## config.mk

```make
export PLATFORM = sky130hd
export DESIGN_NAME = polara_noc_traffic_gen
export DESIGN_NICKNAME = d
export VERILOG_FILES = /design/src/rtl/polara_noc_traffic_gen_pkg.sv /design/src/rtl/polara_noc_rx_parser.sv /design/src/rtl/polara_noc_traffic_gen.sv
export SDC_FILE = /design/constraint.sdc
export NUM_CORES = 1
export LEC_CHECK = 0
export ABC_AREA = 0
export BUFFER_PORTS_ARGS = -buffer_cell sky130_fd_sc_hd__buf_2
export CORE_MARGIN = 2
export CORE_UTILIZATION = 30
export CTS_CLUSTER_DIAMETER = 200
export DETAILED_ROUTE_END_ITERATION = 10
export PLACE_DENSITY = 0.54
export SYNTH_ARGS = -nofsm -noshare
export SYNTH_HDL_FRONTEND = slang
export SYNTH_HIERARCHICAL = 1
export SYNTH_SLANG_ARGS = --single-unit
```

## constraint.sdc

```tcl
create_clock -name chipset_clk -period 2.65 [get_ports chipset_clk]
set_input_delay 0.53 -clock chipset_clk [delete_from_list [all_inputs] [get_ports chipset_clk]]
set_output_delay 0.53 -clock chipset_clk [all_outputs]
set_load 0.005 [all_outputs]
```

## src/rtl/polara_noc_traffic_gen_pkg.sv

```systemverilog
// Shared definitions for the Polara NoC traffic generator: FSM states, header field layout
// and message-type constants.
package polara_noc_traffic_gen_pkg;

  typedef enum logic [2:0] {
    ST_IDLE    = 3'd0,
    ST_HDR     = 3'd1,
    ST_PAYLOAD = 3'd2,
    ST_PKT_END = 3'd3,
    ST_GAP     = 3'd4,
    ST_WAIT_RX = 3'd5,
    ST_DONE    = 3'd6
  } tgen_state_e;

  localparam int HDR_W        = 64;
  localparam int HDR_MSHR_LSB = 6;
  localparam int HDR_MSHR_W   = 8;
  localparam int HDR_MSG_LSB  = 14;
  localparam int HDR_MSG_W    = 8;
  localparam int HDR_LEN_LSB  = 22;
  localparam int HDR_LEN_W    = 8;
  localparam int HDR_CHIP_LSB = 50;
  localparam int HDR_CHIP_W   = 14;

  localparam logic [7:0] MSG_TYPE_LOAD_REQ  = 8'd31;
  localparam logic [7:0] MSG_TYPE_STORE_REQ = 8'd2;

  // X, Y and FBITS are always zero for traffic sourced from the chipset side
  function automatic logic [HDR_W-1:0] make_hdr(input logic [HDR_CHIP_W-1:0] chipid,
                                                input logic [HDR_LEN_W-1:0]  len,
                                                input logic [HDR_MSG_W-1:0]  msg,
                                                input logic [HDR_MSHR_W-1:0] mshr);
    return {chipid, 8'd0, 8'd0, 4'd0, len, msg, mshr, 6'd0};
  endfunction

endpackage

```

## src/rtl/polara_noc_rx_parser.sv

```systemverilog
// Per-channel return-traffic sink: follows header/body position and pulses pkt_done
// on the flit that completes a packet.
module polara_noc_rx_parser
  import polara_noc_traffic_gen_pkg::*;
#(
  parameter int DATA_W = 64
) (
  input  logic              clk,
  input  logic              rst_n,
  input  logic              clr,
  input  logic [DATA_W-1:0] data,
  input  logic              val,
  output logic              pkt_done
);

  logic                 in_body_r;
  logic [HDR_LEN_W-1:0] remain_r;
  logic [HDR_LEN_W-1:0] hdr_len_s;
  logic                 unused_data_s;

  assign hdr_len_s     = data[HDR_LEN_LSB +: HDR_LEN_W];
  assign unused_data_s = ^{data[DATA_W-1:HDR_LEN_LSB+HDR_LEN_W], data[HDR_LEN_LSB-1:0]};

  // Completion of the flit accepted this cycle; a zero-length header completes on its own
  always_comb begin
    pkt_done = 1'b0;
    if (!val) begin
      pkt_done = 1'b0;
    end else if (in_body_r) begin
      pkt_done = (remain_r == 8'd1);
    end else begin
      pkt_done = (hdr_len_s == 8'd0);
    end
  end

  // Header/body tracking with remaining-flit count
  always_ff @(posedge clk or negedge rst_n) begin
    if (!rst_n) begin
      in_body_r <= 1'b0;
      remain_r  <= 8'd0;
    end else if (clr) begin
      in_body_r <= 1'b0;
      remain_r  <= 8'd0;
    end else if (val) begin
      if (in_body_r) begin
        remain_r  <= remain_r - 8'd1;
        in_body_r <= (remain_r != 8'd1);
      end else begin
        remain_r  <= hdr_len_s;
        in_body_r <= (hdr_len_s != 8'd0);
      end
    end
  end

endmodule

```

## src/rtl/polara_noc_traffic_gen.sv

```systemverilog
// NoC traffic generator/sink: sends cfg_pkt_num packets on one channel, counts return
// packets on all channels and reports done/timeout.
module polara_noc_traffic_gen
  import polara_noc_traffic_gen_pkg::*;
#(
  parameter int DATA_W  = 64,
  parameter int NUM_CH  = 3,
  parameter int CNT_W   = 16,
  parameter int GAP_CYC = 4,
  parameter int TIMEOUT = 65535,
  localparam int CH_W   = (NUM_CH > 1) ? $clog2(NUM_CH) : 1
) (
  input  logic                     chipset_clk,
  input  logic                     chipset_rst_n,
  input  logic                     start,
  input  logic [CH_W-1:0]          cfg_ch,
  input  logic [CNT_W-1:0]         cfg_pkt_num,
  input  logic [7:0]               cfg_len,
  input  logic [7:0]               cfg_msg_type,
  input  logic [13:0]              cfg_chipid,
  output logic [NUM_CH*DATA_W-1:0] tx_data,
  output logic [NUM_CH-1:0]        tx_val,
  input  logic [NUM_CH-1:0]        tx_rdy,
  input  logic [NUM_CH*DATA_W-1:0] rx_data,
  input  logic [NUM_CH-1:0]        rx_val,
  output logic [NUM_CH-1:0]        rx_rdy,
  output logic [CNT_W-1:0]         tx_pkt_cnt,
  output logic [CNT_W-1:0]         rx_pkt_cnt,
  output logic                     busy,
  output logic                     done,
  output logic                     timeout
);

  localparam int GAP_W = (GAP_CYC > 1) ? $clog2(GAP_CYC) : 1;
  localparam int TMO_W = $clog2(TIMEOUT + 1);

  tgen_state_e         state_r;
  logic [CH_W-1:0]     ch_r;
  logic [CNT_W-1:0]    pkt_num_r;
  logic [7:0]          len_r;
  logic [7:0]          msg_r;
  logic [13:0]         chipid_r;
  logic [7:0]          flit_idx_r;
  logic [GAP_W-1:0]    gap_cnt_r;
  logic [TMO_W-1:0]    idle_cnt_r;
  logic [DATA_W-1:0]   flit_r;
  logic [NUM_CH-1:0]   tx_val_r;
  logic [NUM_CH-1:0]   rx_rdy_r;
  logic [CNT_W-1:0]    tx_pkt_cnt_r;
  logic [CNT_W-1:0]    rx_pkt_cnt_r;
  logic                busy_r;
  logic                done_r;
  logic                timeout_r;

  logic                start_ok_s;
  logic                xfer_s;
  logic [NUM_CH-1:0]   rx_acc_s;
  logic [NUM_CH-1:0]   pkt_done_s;
  logic [CNT_W:0]      next_seq_s;
  logic                more_s;
  logic [TMO_W-1:0]    idle_nxt_s;

  function automatic logic [CNT_W-1:0] sat_add(input logic [CNT_W-1:0] a,
                                               input logic [CNT_W-1:0] b);
    logic [CNT_W:0] sum;
    sum = {1'b0, a} + {1'b0, b};
    return sum[CNT_W] ? {CNT_W{1'b1}} : sum[CNT_W-1:0];
  endfunction

  function automatic logic [NUM_CH-1:0] ch_onehot(input logic [CH_W-1:0] ch);
    return {{(NUM_CH-1){1'b0}}, 1'b1} << ch;
  endfunction

  function automatic logic [DATA_W-1:0] make_payload(input logic [CNT_W-1:0] seq,
                                                     input logic [7:0]       idx);
    return DATA_W'({seq, idx});
  endfunction

  assign start_ok_s = start & ((state_r == ST_IDLE) | (state_r == ST_DONE));
  assign xfer_s     = |(tx_val_r & tx_rdy);
  assign rx_acc_s   = rx_val & rx_rdy_r;
  assign next_seq_s = {1'b0, tx_pkt_cnt_r} + {{CNT_W{1'b0}}, 1'b1};
  assign more_s     = next_seq_s < {1'b0, pkt_num_r};

  // Quiet-period timer holds at TIMEOUT once reached
  always_comb begin
    idle_nxt_s = idle_cnt_r;
    if (idle_cnt_r == TMO_W'(TIMEOUT)) begin
      idle_nxt_s = idle_cnt_r;
    end else begin
      idle_nxt_s = idle_cnt_r + {{(TMO_W-1){1'b0}}, 1'b1};
    end
  end

  for (genvar g = 0; g < NUM_CH; g++) begin : g_ch
    polara_noc_rx_parser #(.DATA_W(DATA_W)) u_rx_parser (
      .clk      (chipset_clk),
      .rst_n    (chipset_rst_n),
      .clr      (start_ok_s),
      .data     (rx_data[g*DATA_W +: DATA_W]),
      .val      (rx_acc_s[g]),
      .pkt_done (pkt_done_s[g])
    );
    assign tx_data[g*DATA_W +: DATA_W] = (ch_r == CH_W'(g)) ? flit_r : {DATA_W{1'b0}};
  end

  // RX sink: always ready once out of reset, completions summed across channels
  always_ff @(posedge chipset_clk or negedge chipset_rst_n) begin
    if (!chipset_rst_n) begin
      rx_rdy_r     <= {NUM_CH{1'b0}};
      rx_pkt_cnt_r <= {CNT_W{1'b0}};
    end else begin
      rx_rdy_r <= {NUM_CH{1'b1}};
      if (start_ok_s) begin
        rx_pkt_cnt_r <= {CNT_W{1'b0}};
      end else begin
        rx_pkt_cnt_r <= sat_add(rx_pkt_cnt_r, CNT_W'($countones(pkt_done_s)));
      end
    end
  end

  // TX sequencer with registered status outputs
  always_ff @(posedge chipset_clk or negedge chipset_rst_n) begin
    if (!chipset_rst_n) begin
      state_r      <= ST_IDLE;
      ch_r         <= {CH_W{1'b0}};
      pkt_num_r    <= {CNT_W{1'b0}};
      len_r        <= 8'd0;
      msg_r        <= 8'd0;
      chipid_r     <= 14'd0;
      flit_idx_r   <= 8'd0;
      gap_cnt_r    <= {GAP_W{1'b0}};
      idle_cnt_r   <= {TMO_W{1'b0}};
      flit_r       <= {DATA_W{1'b0}};
      tx_val_r     <= {NUM_CH{1'b0}};
      tx_pkt_cnt_r <= {CNT_W{1'b0}};
      busy_r       <= 1'b0;
      done_r       <= 1'b0;
      timeout_r    <= 1'b0;
    end else begin
      case (state_r)
        ST_IDLE, ST_DONE: begin
          if (start) begin
            ch_r         <= cfg_ch;
            pkt_num_r    <= cfg_pkt_num;
            len_r        <= cfg_len;
            msg_r        <= cfg_msg_type;
            chipid_r     <= cfg_chipid;
            flit_idx_r   <= 8'd0;
            tx_pkt_cnt_r <= {CNT_W{1'b0}};
            timeout_r    <= 1'b0;
            if (cfg_pkt_num == {CNT_W{1'b0}}) begin
              state_r <= ST_DONE;
              busy_r  <= 1'b0;
              done_r  <= 1'b1;
            end else begin
              state_r  <= ST_HDR;
              busy_r   <= 1'b1;
              done_r   <= 1'b0;
              tx_val_r <= ch_onehot(cfg_ch);
              flit_r   <= DATA_W'(make_hdr(cfg_chipid, cfg_len, cfg_msg_type, 8'd0));
            end
          end
        end
        ST_HDR: begin
          if (xfer_s) begin
            if (len_r != 8'd0) begin
              state_r    <= ST_PAYLOAD;
              flit_idx_r <= 8'd0;
              flit_r     <= make_payload(tx_pkt_cnt_r, 8'd0);
            end else begin
              state_r  <= ST_PKT_END;
              tx_val_r <= {NUM_CH{1'b0}};
            end
          end
        end
        ST_PAYLOAD: begin
          if (xfer_s) begin
            if (flit_idx_r == len_r - 8'd1) begin
              state_r  <= ST_PKT_END;
              tx_val_r <= {NUM_CH{1'b0}};
            end else begin
              flit_idx_r <= flit_idx_r + 8'd1;
              flit_r     <= make_payload(tx_pkt_cnt_r, flit_idx_r + 8'd1);
            end
          end
        end
        ST_PKT_END: begin
          tx_pkt_cnt_r <= sat_add(tx_pkt_cnt_r, {{(CNT_W-1){1'b0}}, 1'b1});
          gap_cnt_r    <= {GAP_W{1'b0}};
          idle_cnt_r   <= {TMO_W{1'b0}};
          if (!more_s) begin
            state_r <= ST_WAIT_RX;
          end else if (GAP_CYC == 0) begin
            state_r  <= ST_HDR;
            tx_val_r <= ch_onehot(ch_r);
            flit_r   <= DATA_W'(make_hdr(chipid_r, len_r, msg_r, next_seq_s[7:0]));
          end else begin
            state_r <= ST_GAP;
          end
        end
        ST_GAP: begin
          if (gap_cnt_r == GAP_W'(GAP_CYC - 1)) begin
            state_r  <= ST_HDR;
            tx_val_r <= ch_onehot(ch_r);
            flit_r   <= DATA_W'(make_hdr(chipid_r, len_r, msg_r, tx_pkt_cnt_r[7:0]));
          end else begin
            gap_cnt_r <= gap_cnt_r + {{(GAP_W-1){1'b0}}, 1'b1};
          end
        end
        ST_WAIT_RX: begin
          if (rx_pkt_cnt_r >= tx_pkt_cnt_r) begin
            state_r <= ST_DONE;
            busy_r  <= 1'b0;
            done_r  <= 1'b1;
          end else if (|rx_acc_s) begin
            idle_cnt_r <= {TMO_W{1'b0}};
          end else if (idle_nxt_s == TMO_W'(TIMEOUT)) begin
            idle_cnt_r <= idle_nxt_s;
            state_r    <= ST_DONE;
            busy_r     <= 1'b0;
            done_r     <= 1'b1;
            timeout_r  <= 1'b1;
          end else begin
            idle_cnt_r <= idle_nxt_s;
          end
        end
        default: begin
          state_r  <= ST_IDLE;
          tx_val_r <= {NUM_CH{1'b0}};
          busy_r   <= 1'b0;
          done_r   <= 1'b0;
        end
      endcase
    end
  end

  assign tx_val     = tx_val_r;
  assign rx_rdy     = rx_rdy_r;
  assign tx_pkt_cnt = tx_pkt_cnt_r;
  assign rx_pkt_cnt = rx_pkt_cnt_r;
  assign busy       = busy_r;
  assign done       = done_r;
  assign timeout    = timeout_r;

endmodule

```

# --- Yosys cells after proc, flatten, opt, wreduce, memory -nomap -nowiden ---
# Index checks and enable logic that the tools add are counted.
totals:
  out_inout_bits: 233
  reg_bits: 207
  inputBits: 249
op_classes:
  mux: 87
  shifts: 2
  eq_ne: 33
  n_reduce_logical: 34
  n_addsub: 11
  n_lt_le_gt_ge: 2
  n_bitwise: 6
ops:
  columns: ["op", "n"]
  rows:
  - ["64-bit 2-to-1 mux", 10]
  - ["64-bit one-hot mux with 4 select lines", 1]
  - ["16-bit 2-to-1 mux", 7]
  - ["8-bit 2-to-1 mux", 14]
  - ["16-bit one-hot mux with 2 select lines", 2]
  - ["3-bit 2-to-1 mux", 16]
  - ["16-bit == test (second input constant)", 2]
  - ["8-bit nonzero test", 4]
  - ["8-bit by 1-bit subtractor with 8-bit output (second input constant)", 4]
  - ["1-bit 2-to-1 mux", 29]
  - ["2-bit inequality test (second input constant)", 13]
  - ["8-bit by 1-bit == test with 1-bit output (second input constant)", 3]
  - ["8-bit zero test", 3]
  - ["8-bit by 1-bit inequality test with 1-bit output (second input constant)", 3]
  - ["8-bit one-hot mux with 3 select lines", 1]
  - ["3-bit one-hot mux with 6 select lines", 1]
  - ["16-bit by 1-bit adder with 17-bit output (second input constant)", 1]
  - ["16-bit by 3-bit adder with 17-bit output", 1]
  - ["17-bit by 16-bit < comparator with 1-bit output", 1]
  - ["16-bit by 1-bit adder with 16-bit output (second input constant)", 1]
  - ["16-bit >= comparator", 1]
  - ["16-bit zero test", 1]
  - ["8-bit AND reduction", 2]
  - ["3-bit one-hot mux with 5 select lines", 1]
  - ["33 further kinds", 53]

# --- Depth between registers and ports, before layout ---
# Gate-level depths: netlist of run 1.
depth:
  word_depth: 8
  mapped_depth: 14

# --- Cells and area by module ---
# The synthesis of run 1 kept the hierarchy.
modules_own_cells:
  columns: ["mod", "instances", "area_per_inst_um2", "seq_area_each_um2", "cells_each"]
  rows:
  - ["polara_noc_traffic_gen", 1, 10814.1, 4003.8, 1260]
  - ["polara_noc_rx_parser", 3, 623.1, 225.2, 74]

# --- Worst setup path before layout of run 1 ---
# No wires, ideal clock.
synth_path:
  path_type: "in2reg"
  from: "input rx_val[0]"
  to: "register rx_pkt_cnt_r[10] (netlist: rx_pkt_cnt[10])"
  setup_ns: 0.079
  slack_ns: -0.353
  path_stages: 13
  n_path_buf: 2
  arrival_time_ns: 2.924
  path_cell_list: "and2_1 -> buf_2 -> nand4_1 -> nand2_1 -> fa_1 -> ha_1 -> fa_1 -> nand2_1 -> nor2_1 -> nand2_1 -> or3_1 -> clkbuf_1 -> a21oi_1"
synth_between:
  elab_chain_len: 7
synth_rtl:
  columns: ["element", "line_no", "rtl"]
  rows:
  - ["start, declared", "polara_noc_traffic_gen.sv:25", "input logic [NUM_CH-1:0] rx_val,"]
  - ["3-bit AND", "polara_noc_traffic_gen.sv:81", "assign rx_acc_s = rx_val & rx_rdy_r;"]
  - ["1-bit 2-to-1 mux", "polara_noc_rx_parser.sv:27", "if (!val) begin"]
  - ["via pkt_done_s[0]", "polara_noc_traffic_gen.sv:58", "logic [NUM_CH-1:0] pkt_done_s;"]
  - ["1-bit by 1-bit adder with 2-bit output (implied by the code)", "polara_noc_traffic_gen.sv:117", "rx_pkt_cnt_r <= sat_add(rx_pkt_cnt_r, CNT_W'($countones(pkt_done_s)));"]
  - ["2-bit by 1-bit adder with 3-bit output (implied by the code)", "polara_noc_traffic_gen.sv:117", null]
  - ["16-bit by 3-bit adder with 17-bit output", "polara_noc_traffic_gen.sv:66", "sum = {1'b0, a} + {1'b0, b};"]
  - ["16-bit 2-to-1 mux", "polara_noc_traffic_gen.sv:67", "return sum[CNT_W] ? {CNT_W{1'b1}} : sum[CNT_W-1:0];"]
  - ["16-bit 2-to-1 mux", "polara_noc_traffic_gen.sv:114", "if (start_ok_s) begin"]
  - ["end signal, assigned", "polara_noc_traffic_gen.sv:111", "rx_pkt_cnt_r <= {CNT_W{1'b0}};"]
  - ["end signal, assigned", "polara_noc_traffic_gen.sv:115", "rx_pkt_cnt_r <= {CNT_W{1'b0}};"]
  - ["end signal, assigned", "polara_noc_traffic_gen.sv:117", null]
  - ["end, declared", "polara_noc_traffic_gen.sv:50", "logic [CNT_W-1:0] rx_pkt_cnt_r;"]
# The timed path passes the listed nets, and every way through them passes these cells.
# A chain may end at the register's enable or synchronous reset.

# --- Final worst setup path of run 1 ---
layout_path:
  from: "register len_r[2]"
  to: "register flit_r[60]"
layout_between:
  elab_chain_len: 4
  elab_cells_between_ends: 6
  cone_classes: "1 x add/sub; 3 x eq/ne; 2 x reduce/logical"
layout_rtl:
  columns: ["element", "line_no", "rtl"]
  rows:
  - ["start, declared", "polara_noc_traffic_gen.sv:40", "logic [7:0] len_r;"]
  - ["start signal, assigned", "polara_noc_traffic_gen.sv:146", "len_r <= cfg_len;"]
  - ["8-bit by 1-bit subtractor with 8-bit output", "polara_noc_traffic_gen.sv:179", "if (flit_idx_r == len_r - 8'd1) begin"]
  - ["8-bit == test", "polara_noc_traffic_gen.sv:179", null]
  - ["2-bit inequality test (no line)", null, null]
  - ["8-bit AND reduction (no line) *", null, null]
  - ["end signal, assigned", "polara_noc_traffic_gen.sv:170", "flit_r <= make_payload(tx_pkt_cnt_r, 8'd0);"]
  - ["end signal, assigned", "polara_noc_traffic_gen.sv:184", "flit_r <= make_payload(tx_pkt_cnt_r, flit_idx_r + 8'd1);"]
  - ["end signal, assigned", "polara_noc_traffic_gen.sv:197", "flit_r <= DATA_W'(make_hdr(chipid_r, len_r, msg_r, next_seq_s[7:0]));"]
  - ["end, declared", "polara_noc_traffic_gen.sv:46", "logic [DATA_W-1:0] flit_r;"]
# Mark *: on every way between the ends. The rest lies on a longest branch, timed or not.

==> results of run 1 <==
## kinds of logic (layout without fill, tap and decap cells)
family	count (synthesis)	after routing
AOI/OAI and AO/OA	279	279
xor gates and xnor gates	44	44
adders and majority gates	46	46
buffers and inverters	201	554
DFF	187	187
muxes	68	68
other	2	64
and+or+nand+nor	655	656
## sequential cells by signal (all words and copies together) (netlist names), 2 cells and up
signal and cells:
tx_val 3, idle_cnt_r 16, g_ch.u_rx_parser/remain_r 24, tx_pkt_cnt 16, flit_r 44, msg_r 8
len_r 8, state_r 3, rx_pkt_cnt 16, g_ch.u_rx_parser/in_body_r 3, chipid_r 14, pkt_num_r 16
ch_r 2, gap_cnt_r 2, flit_idx_r 8
## layout make-up
class	instances	area [µm²]	share of cell area (%)
Sequential cell	187	4690	27.7
Tap cell	539	674	3.99
Timing Repair Buffer	459	2990	17.7
Clock buffer	17	425	2.52
Antenna cell	3	7.51	0.0445
Inverter	63	239	1.42
Multi-Input combinational cell	1154	7710	45.7
Clock inverter	15	153	0.904
## synth_stat cells (16+ instances only)
cell type,count
ha_1,44
a21oi_1,63
nand4_1,17
nor2b_1,19
nor3_1,27
mux2_4,37
dfrtp_1,187
xnor2_1,34
nand2_1,251
o21ai_0,84
mux2_2,16
inv_1,63
buf_4,62
nor4_1,21
clkbuf_1,54
nand3_1,27
and2_1,134
nor2_1,83
## repair_timing
action / 4_1_cts / 5_1_grt
setup endpoints to repair: 68 / 82
pin swaps: 40 / 24
resized for setup: 60 / 49
cloned: 1 / 0
setup buffers: 28 / 12
## power by group through the flow
| stage | clock, mW | combinational, mW | sequential (mW) |
|---|---|---|---|
| after floorplan | 0 | 5.56 | 4.42 |
| after global placement | 0 | 8.56 | 4.58 |
| after detailed placement | 0 | 8.71 | 4.62 |
| after CTS | 2.66 | 9.07 | 4.59 |
| after global routing | 2.77 | 10.2 | 4.75 |
| final | 2.58 | 9.31 | 4.60 |
## layer usage
metal / vias to the layer above / global-route usage (%) / share of wire [%]
li1: 5805 / - / -
met1: 5636 / 24.0 / 46
met2: 301 / 31.4 / 48
met4: 6 / 3.50 / 1.1
met5: - / 0 / 0.084
met3: 32 / 3.94 / 4.8
## worst max path at each step
stage,start,to,slack [ps],depth (start not counted)
global placement,rx_val[0],rx_pkt_cnt[0]$_DFF_PN0_,-400,13
global route,len_r[1]$_DFFE_PN0P_,flit_r[60]$_DFFE_PN0P_,-320,8
finish,len_r[2]$_DFFE_PN0P_,flit_r[60]$_DFFE_PN0P_,-220,8
floorplan,rx_val[2],rx_pkt_cnt[10]$_DFF_PN0_,-200,13
detailed placement,rx_val[2],rx_pkt_cnt[9]$_DFF_PN0_,-420,13
CTS,len_r[2]$_DFFE_PN0P_,flit_r[60]$_DFFE_PN0P_,-210,8
## cells in the final DEF (no fill, tap or decap), types with 17 or more instances in the layout
master and instances:
buf_2 252, nand2_1 245, buf_4 184, dfrtp_1 182, and2_1 131, o21ai_0 80, nor2_1 76, conb_1 61
inv_1 58, a21oi_1 50, mux2_4 42, ha_1 38, xnor2_1 29, nand3_1 24, nor3_1 22, nand4_1 17
clkbuf_16 17
## metrics by stage
| step | setup slack (ps) | hold WS (ps) | util, % | TNS (ps) | instances |
|---|---|---|---|---|---|
| 6_report | -224 | 68.9 | 40.3 | -10760 | 2437 |
| 5_1_grt | -320 | 77.0 | 40.3 | -17820 | 2434 |
| 4_1_cts | -211 | 72.9 | 39.7 | -9710 | 2426 |
| 3_5_place_dp | -423 | 462 | 37.2 | -14710 | 2367 |
| 3_3_place_gp | -395 | 457 | 37.2 | -15140 | 2367 |
| 2_1_floorplan | -196 | 234 | - | -5200 | 1541 |
## worst reg2reg max path, delay by kind of cell (launching register included)
| kind | cells | cell delay, ps |
|---|---|---|
| AND/OR/NAND/NOR | 3 | 1060 |
| buffers and inverters | 1 | 200 |
| AO/OA/AOI/OAI | 3 | 760 |
| multiplexers | 1 | 300 |
| flip-flops | 1 | 420 |
==> flow_metrics.py, run 1 <==
metrics = {
    "status": {
        "status": "complete, but fails checks",
        "violations": "negative setup slack",
    },
    "setup_path": {
        "cp.arrival_ps": 3210,
        "regToRegStartpoint": "len_r[2]$_DFFE_PN0P_",
        "cp-start-kind": "flip-flop",
        "worst_path_largest_cell_delay_ps": 530,
        "cp-end-kind": "flip-flop",
        "crit_path_cell_trace": "or4_4 > or3_4 > a2111oi_4 > nand4_2 > o31ai_4 > a21oi_4 > buf_12 > mux2_4",
        "r2r-end": "flit_r[60]$_DFFE_PN0P_",
        "crit_slowest_cell": "or4_4",
        "critPathMaxFanout": 13,
        "cp_top_family": "simple AND/OR/NAND/NOR gates",
        "critPathKind": "reg -> reg",
        "required_ps": 2980,
        "r2r_slack_ps": -220,
        "r2r_cells": 8,
        "crit_buf_inv": 1,
    },
    "timing": {
        "tightest_slew_ps": 628,
        "maxSlewViolCount": 0,
        "hold_viol_final": 0,
        "slew_headroom_pct": 57.6,
        "post-route-period-util_pct": 108,
        "fin_ws_ps": -224,
        "max_freq_mhz": 348,
        "setup_viol": 71,
        "rsz0062_at_grt": "true",
        "fin_worst_skew_ps": 19.0,
        "fin_crit_ps": 2870,
    },
    "synth": {
        "syn_area_per_cell_um2": 8.56,
        "syn_area_um2": 12700,
        "ys_seq_area_share_pct": 36.9,
        "synth_seq_cells": 187,
        "yosys.area_share.simple_pct": 25.9,
        "synthAdderAreaFrac_pct": 4.66,
        "ys.flop_type": "dfrtp_1",
        "syn_inst": 1482,
        "synth_edf_count": 0,
        "synth_xor_area_share_pct": 3.04,
        "synth-compound-area-share_pct": 14.3,
        "synth_top_family_by_area": "simple AND/OR/NAND/NOR gates",
        "ys.warnings.count": 6,
        "async_flop_share_pct": 100,
        "yosysUniqueCellTypes": 78,
        "synth_top_area_cell": "dfrtp_1",
        "netlist_top_cells_area": "dfrtp_1 37%, nand2_1 7.4%, and2_1 6.6%",
        "netlist.area_leader.share_pct": 36.9,
        "synthMuxAreaShare_pct": 6.98,
    },
    "power_and_ir_drop": {
        "internal-power_mw": 9.63,
        "seqPwrFrac_pct": 27.9,
        "switching_share_pct": 41.6,
        "power_density_nw_per_um2": 976,
        "p_total_mw": 16.5,
        "comb_power_share_pct": 56.5,
        "p_sw_mw": 6.85,
        "p_clk_share_pct": 15.6,
        "peakVddDrop_mv": 0.620,
        "p_leak_nw": 8.31,
    },
    "placed_design": {
        "port_buffers": 253,
        "dpl.hpwl_um": 30300,
        "placed_area_um2": 15600,
        "gp_congestion": 0.829,
    },
    "drt": {
        "ant_nets": 0,
        "vias_per_cell": 4.83,
        "wirelength_um": 40600,
        "drt_drc_violations_left": 0,
        "vias": 11800,
        "drt_iter0_drc": 561,
        "wl_per_cell_um": 16.7,
        "first_pass_iters": 5,
    },
    "grt": {
        "gr-total-overflow": 0,
        "antenna_found_initial": 6,
        "grt_pass1_vias": 11300,
        "grt_pass1_wl_um": 63700,
        "grt_max_degree": 80,
        "grt_usage_pct": 18.4,
    },
    "layout": {
        "nets": 2177,
        "final_area_um2": 16900,
        "drive_gt1_share_pct": 34.8,
        "nFillCells": 4217,
        "synthToLayoutAreaGrowth_pct": 33.1,
    },
    "clocking": {
        "holdBufCountCts": 0,
        "ctsHtreeMaxLevel": 4,
        "cts_buffer_depth": 2,
        "clock-sinks": 187,
        "cts_root_buf": "clkbuf_16",
        "cts_tree": "done",
        "path_clk_slew_ps": 80,
        "cts_buffers": 17,
        "insertion_delay_ps": 460,
    },
    "floorplan": {
        "die_area_um2": 43900,
        "rows": 75,
        "io-pin-count": 482,
        "floorplan.core_area_um2": 41900,
        "initial_core_util_pct": 30.3,
        "die_h_um": 210,
        "fp.dieW_um": 210,
    },
    "flow_run": {
        "drv_cap": 0,
    },
    "hold_path": {
        "hold_path.class": "in -> async",
    },
}
Power figures use the tool's default switching activity.
==> run 2, diff against run 1 <==
- PLACE_DENSITY: 0.54 -> 0.55
- SYNTH_HIERARCHICAL: 1 -> not set
==> run 2 against run 1 <==
Compared with the run above:
- the flow still finishes with violations (negative setup slack)
- die area decreased by 3.1%
- power decreased by 15%
- via count down 3.8%
- largest cell class unchanged
- cell count shrank 2.8%
- non-clock buffer count shrank 30
- setup slack worse by 56 ps
==> flow_metrics.py, run 2 <==
metrics = {
    "clocking": {
        "clock-sinks": 187,
        "path_clk_slew_ps": 80,
        "cts_tree": "done",
        "cts_buffers": 17,
        "ctsHtreeMaxLevel": 4,
        "cts_root_buf": "clkbuf_16",
        "insertion_delay_ps": 450,
        "holdBufCountCts": 0,
        "cts_buffer_depth": 2,
    },
    "grt": {
        "grt_max_degree": 65,
        "grt_busiest_layer": "met2",
        "grt_pass1_vias": 10600,
        "grt_usage_pct": 17.8,
        "met2_usage_pct": 29.7,
        "gr-usage-met3_pct": 4.07,
        "gr-total-overflow": 0,
        "grt_pass1_wl_um": 59000,
        "use_met1_pct": 23.4,
        "antenna_found_initial": 8,
    },
    "synth": {
        "synth_common_cells": "232 x nand2_1, 187 x dfrtp_1, 140 x and2_1, 92 x nor2_1, 79 x a21oi_1",
        "syn_area_per_cell_um2": 8.45,
        "synth_edf_count": 0,
        "yosysMostFrequentCell": "nand2_1",
        "synth_seq_cells": 187,
        "netlist.area_leader.share_pct": 38.1,
        "ys.warnings.count": 0,
        "ys.flop_type": "dfrtp_1",
        "yosysUniqueCellTypes": 75,
        "async_flop_share_pct": 100,
        "netlist_top_cells_area": "dfrtp_1 38%, and2_1 7.1%, nand2_1 7.1%",
        "syn_area_um2": 12300,
        "syn_inst": 1454,
        "synth_top_area_cell": "dfrtp_1",
        "ys_seq_area_share_pct": 38.1,
    },
    "setup_path": {
        "required_ps": 2960,
        "cp-start-kind": "flip-flop",
        "critPathMaxFanout": 6,
        "r2r_slack_ps": -280,
        "cp.arrival_ps": 3240,
        "critPathKind": "reg -> reg",
        "cp-end-kind": "flip-flop",
    },
    "power_and_ir_drop": {
        "peakVddDrop_mv": 0.499,
        "internal-power_mw": 8.33,
        "p_leak_nw": 8.02,
        "comb_power_share_pct": 50.2,
        "p_clk_share_pct": 18.3,
        "p_sw_mw": 5.75,
        "power_density_nw_per_um2": 879,
        "switching_share_pct": 40.8,
        "seqPwrFrac_pct": 31.5,
        "p_total_mw": 14.1,
    },
    "floorplan": {
        "io-pin-count": 482,
        "die_area_um2": 42600,
        "die_h_um": 206,
        "initial_core_util_pct": 30.2,
        "floorplan.core_area_um2": 40600,
        "fp.dieW_um": 206,
        "rows": 74,
    },
    "timing": {
        "fin_ws_ps": -280,
        "rsz0062_at_grt": "true",
        "fin_crit_ps": 2930,
        "setup_viol": 16,
        "hold_viol_final": 0,
        "slew_headroom_pct": 64.7,
        "maxSlewViolCount": 0,
        "fin_worst_skew_ps": 16.2,
        "tightest_slew_ps": 530,
        "max_freq_mhz": 341,
        "post-route-period-util_pct": 111,
        "holdWs_ps": 78.2,
    },
    "layout": {
        "final_area_um2": 16000,
        "final_common_cell": "buf_2",
        "top_register": "flit_r",
        "final_cell_mix": "253 x buf_2, 231 x nand2_1, 185 x dfrtp_1, 162 x buf_4, 140 x and2_1",
        "finalNonFillerCells": 2368,
        "nets": 2113,
        "drive_gt1_share_pct": 31.7,
        "largestRegisters": "flit_r (44), g_ch.u_rx_parser.remain_r (24)",
        "synthToLayoutAreaGrowth_pct": 30.3,
        "largest_reg_flops": 44,
    },
    "placed_design": {
        "gp_congestion": 0.845,
        "dpl.hpwl_um": 28900,
        "dp.cells": 2319,
        "port_buffers": 253,
        "dp_slack_ps": -588,
        "placed_area_um2": 15100,
    },
    "flow_run": {
        "drv_cap": 0,
    },
    "drt": {
        "vias": 11300,
        "drt_iter0_drc": 718,
        "wl_per_cell_um": 16.1,
        "first_pass_iters": 5,
        "ant_nets": 0,
        "wirelength_um": 38100,
        "vias_per_cell": 4.79,
        "drt_drc_violations_left": 0,
    },
    "status": {
        "violations": "negative setup slack",
        "status": "complete, but fails checks",
    },
    "hold_path": {
        "hold_path.class": "in -> async",
    },
}
run 2: cell types whose count changed after synthesis, sizes merged, moves of 6 or more:
cell    before  now
o22ai       13    7
buf         83   75
a21oi       64   79
nor2        83   92
o21ai       85   77
nand2      251  232
nor4        24   14
and2       134  140
clkbuf      55   68
a211oi      18   12
o211ai       2    8
run 2: cells by family after synthesis:
family                     synth area share [%]
AOI/OAI and AO/OA                          14.4
xor gates and xnor gates                   3.14
adders and majority gates                  4.81
buffers and inverters                      8.30
DFF                                        38.1
muxes                                      5.67
other                                    0.0611
and+or+nand+nor                            25.6
run 2: layout make-up:
cell class	instances	area (µm²)
tap	532	666
sequential	187	4680
timing repair buffer	429	2730
inverter	60	225
fill	4151	24600
multi-input combinational	1123	7130
antenna	5	12.5
clock inverter	13	120
clock buffer	19	453
run 2: through the flow:
| stage | utilization [%] | setup TNS (ps) |
|---|---|---|
| final | 39.4 | -4130 |
| after global routing | 39.4 | -7660 |
| after CTS | 38.9 | -4140 |
| after detailed placement | 37.2 | -9030 |
| after global placement | 37.2 | -7730 |
| after floorplan | - | -3330 |
run 2: worst paths after layout:
| check | from | to | cells past startpoint |
|---|---|---|---|
| hold / removal | chipset_rst_n | tx_pkt_cnt[9]$_DFFE_PN0P_ | 1 |
| hold reg to reg | msg_r[5]$_DFFE_PN0P_ | msg_r[5]$_DFFE_PN0P_ | 2 |
| max in group asynchronous | chipset_rst_n | len_r[2]$_DFFE_PN0P_ | 2 |
| min in group chipset_clk | cfg_chipid[6] | chipid_r[6]$_DFFE_PN0P_ | 3 |
| setup / recovery | g_ch[2].u_rx_parser.remain_r[1]$_DFFE_PN0P_ | rx_pkt_cnt[13]$_DFF_PN0_ | 15 |
| setup reg to reg | g_ch[2].u_rx_parser.remain_r[1]$_DFFE_PN0P_ | rx_pkt_cnt[13]$_DFF_PN0_ | 15 |
run 2: metal layers:
layer / part of all wire, % / vias up
li1: - / 5600
met1: 45 / 5367
met3: 6.4 / 25
met5: 0.11 / -
met2: 48 / 334
met4: 0.94 / 6
run 2: what timing repair did:
item,CTS,global route
endpoints found under the setup margin,71,78
gates resized for setup,20,33
setup buffers,3,8
pin swaps,7,17
gates cloned,0,1
run 2: critical path: stages, from the launching register on:
cell and delay, ps:
dfrtp_1 390, inv_2 80, ha_4 130, nor4b_4 200, nand4_1 150, o41ai_2 90, nand2_1 150, fa_1 500
inv_1 50, ha_2 190, fa_2 370, nand2_4 110, nor3_4 50, nand4_1 130, buf_4 160, a21oi_1 60
run 2: power by group through the flow:
stage | clock network (mW) | logic, mW | registers (mW)
floorplan | 0 | 4.42 | 4.24
global placement | 0 | 6.76 | 4.44
detailed placement | 0 | 6.88 | 4.48
CTS | 2.66 | 6.96 | 4.46
global route | 2.77 | 7.98 | 4.58
finish | 2.58 | 7.07 | 4.43
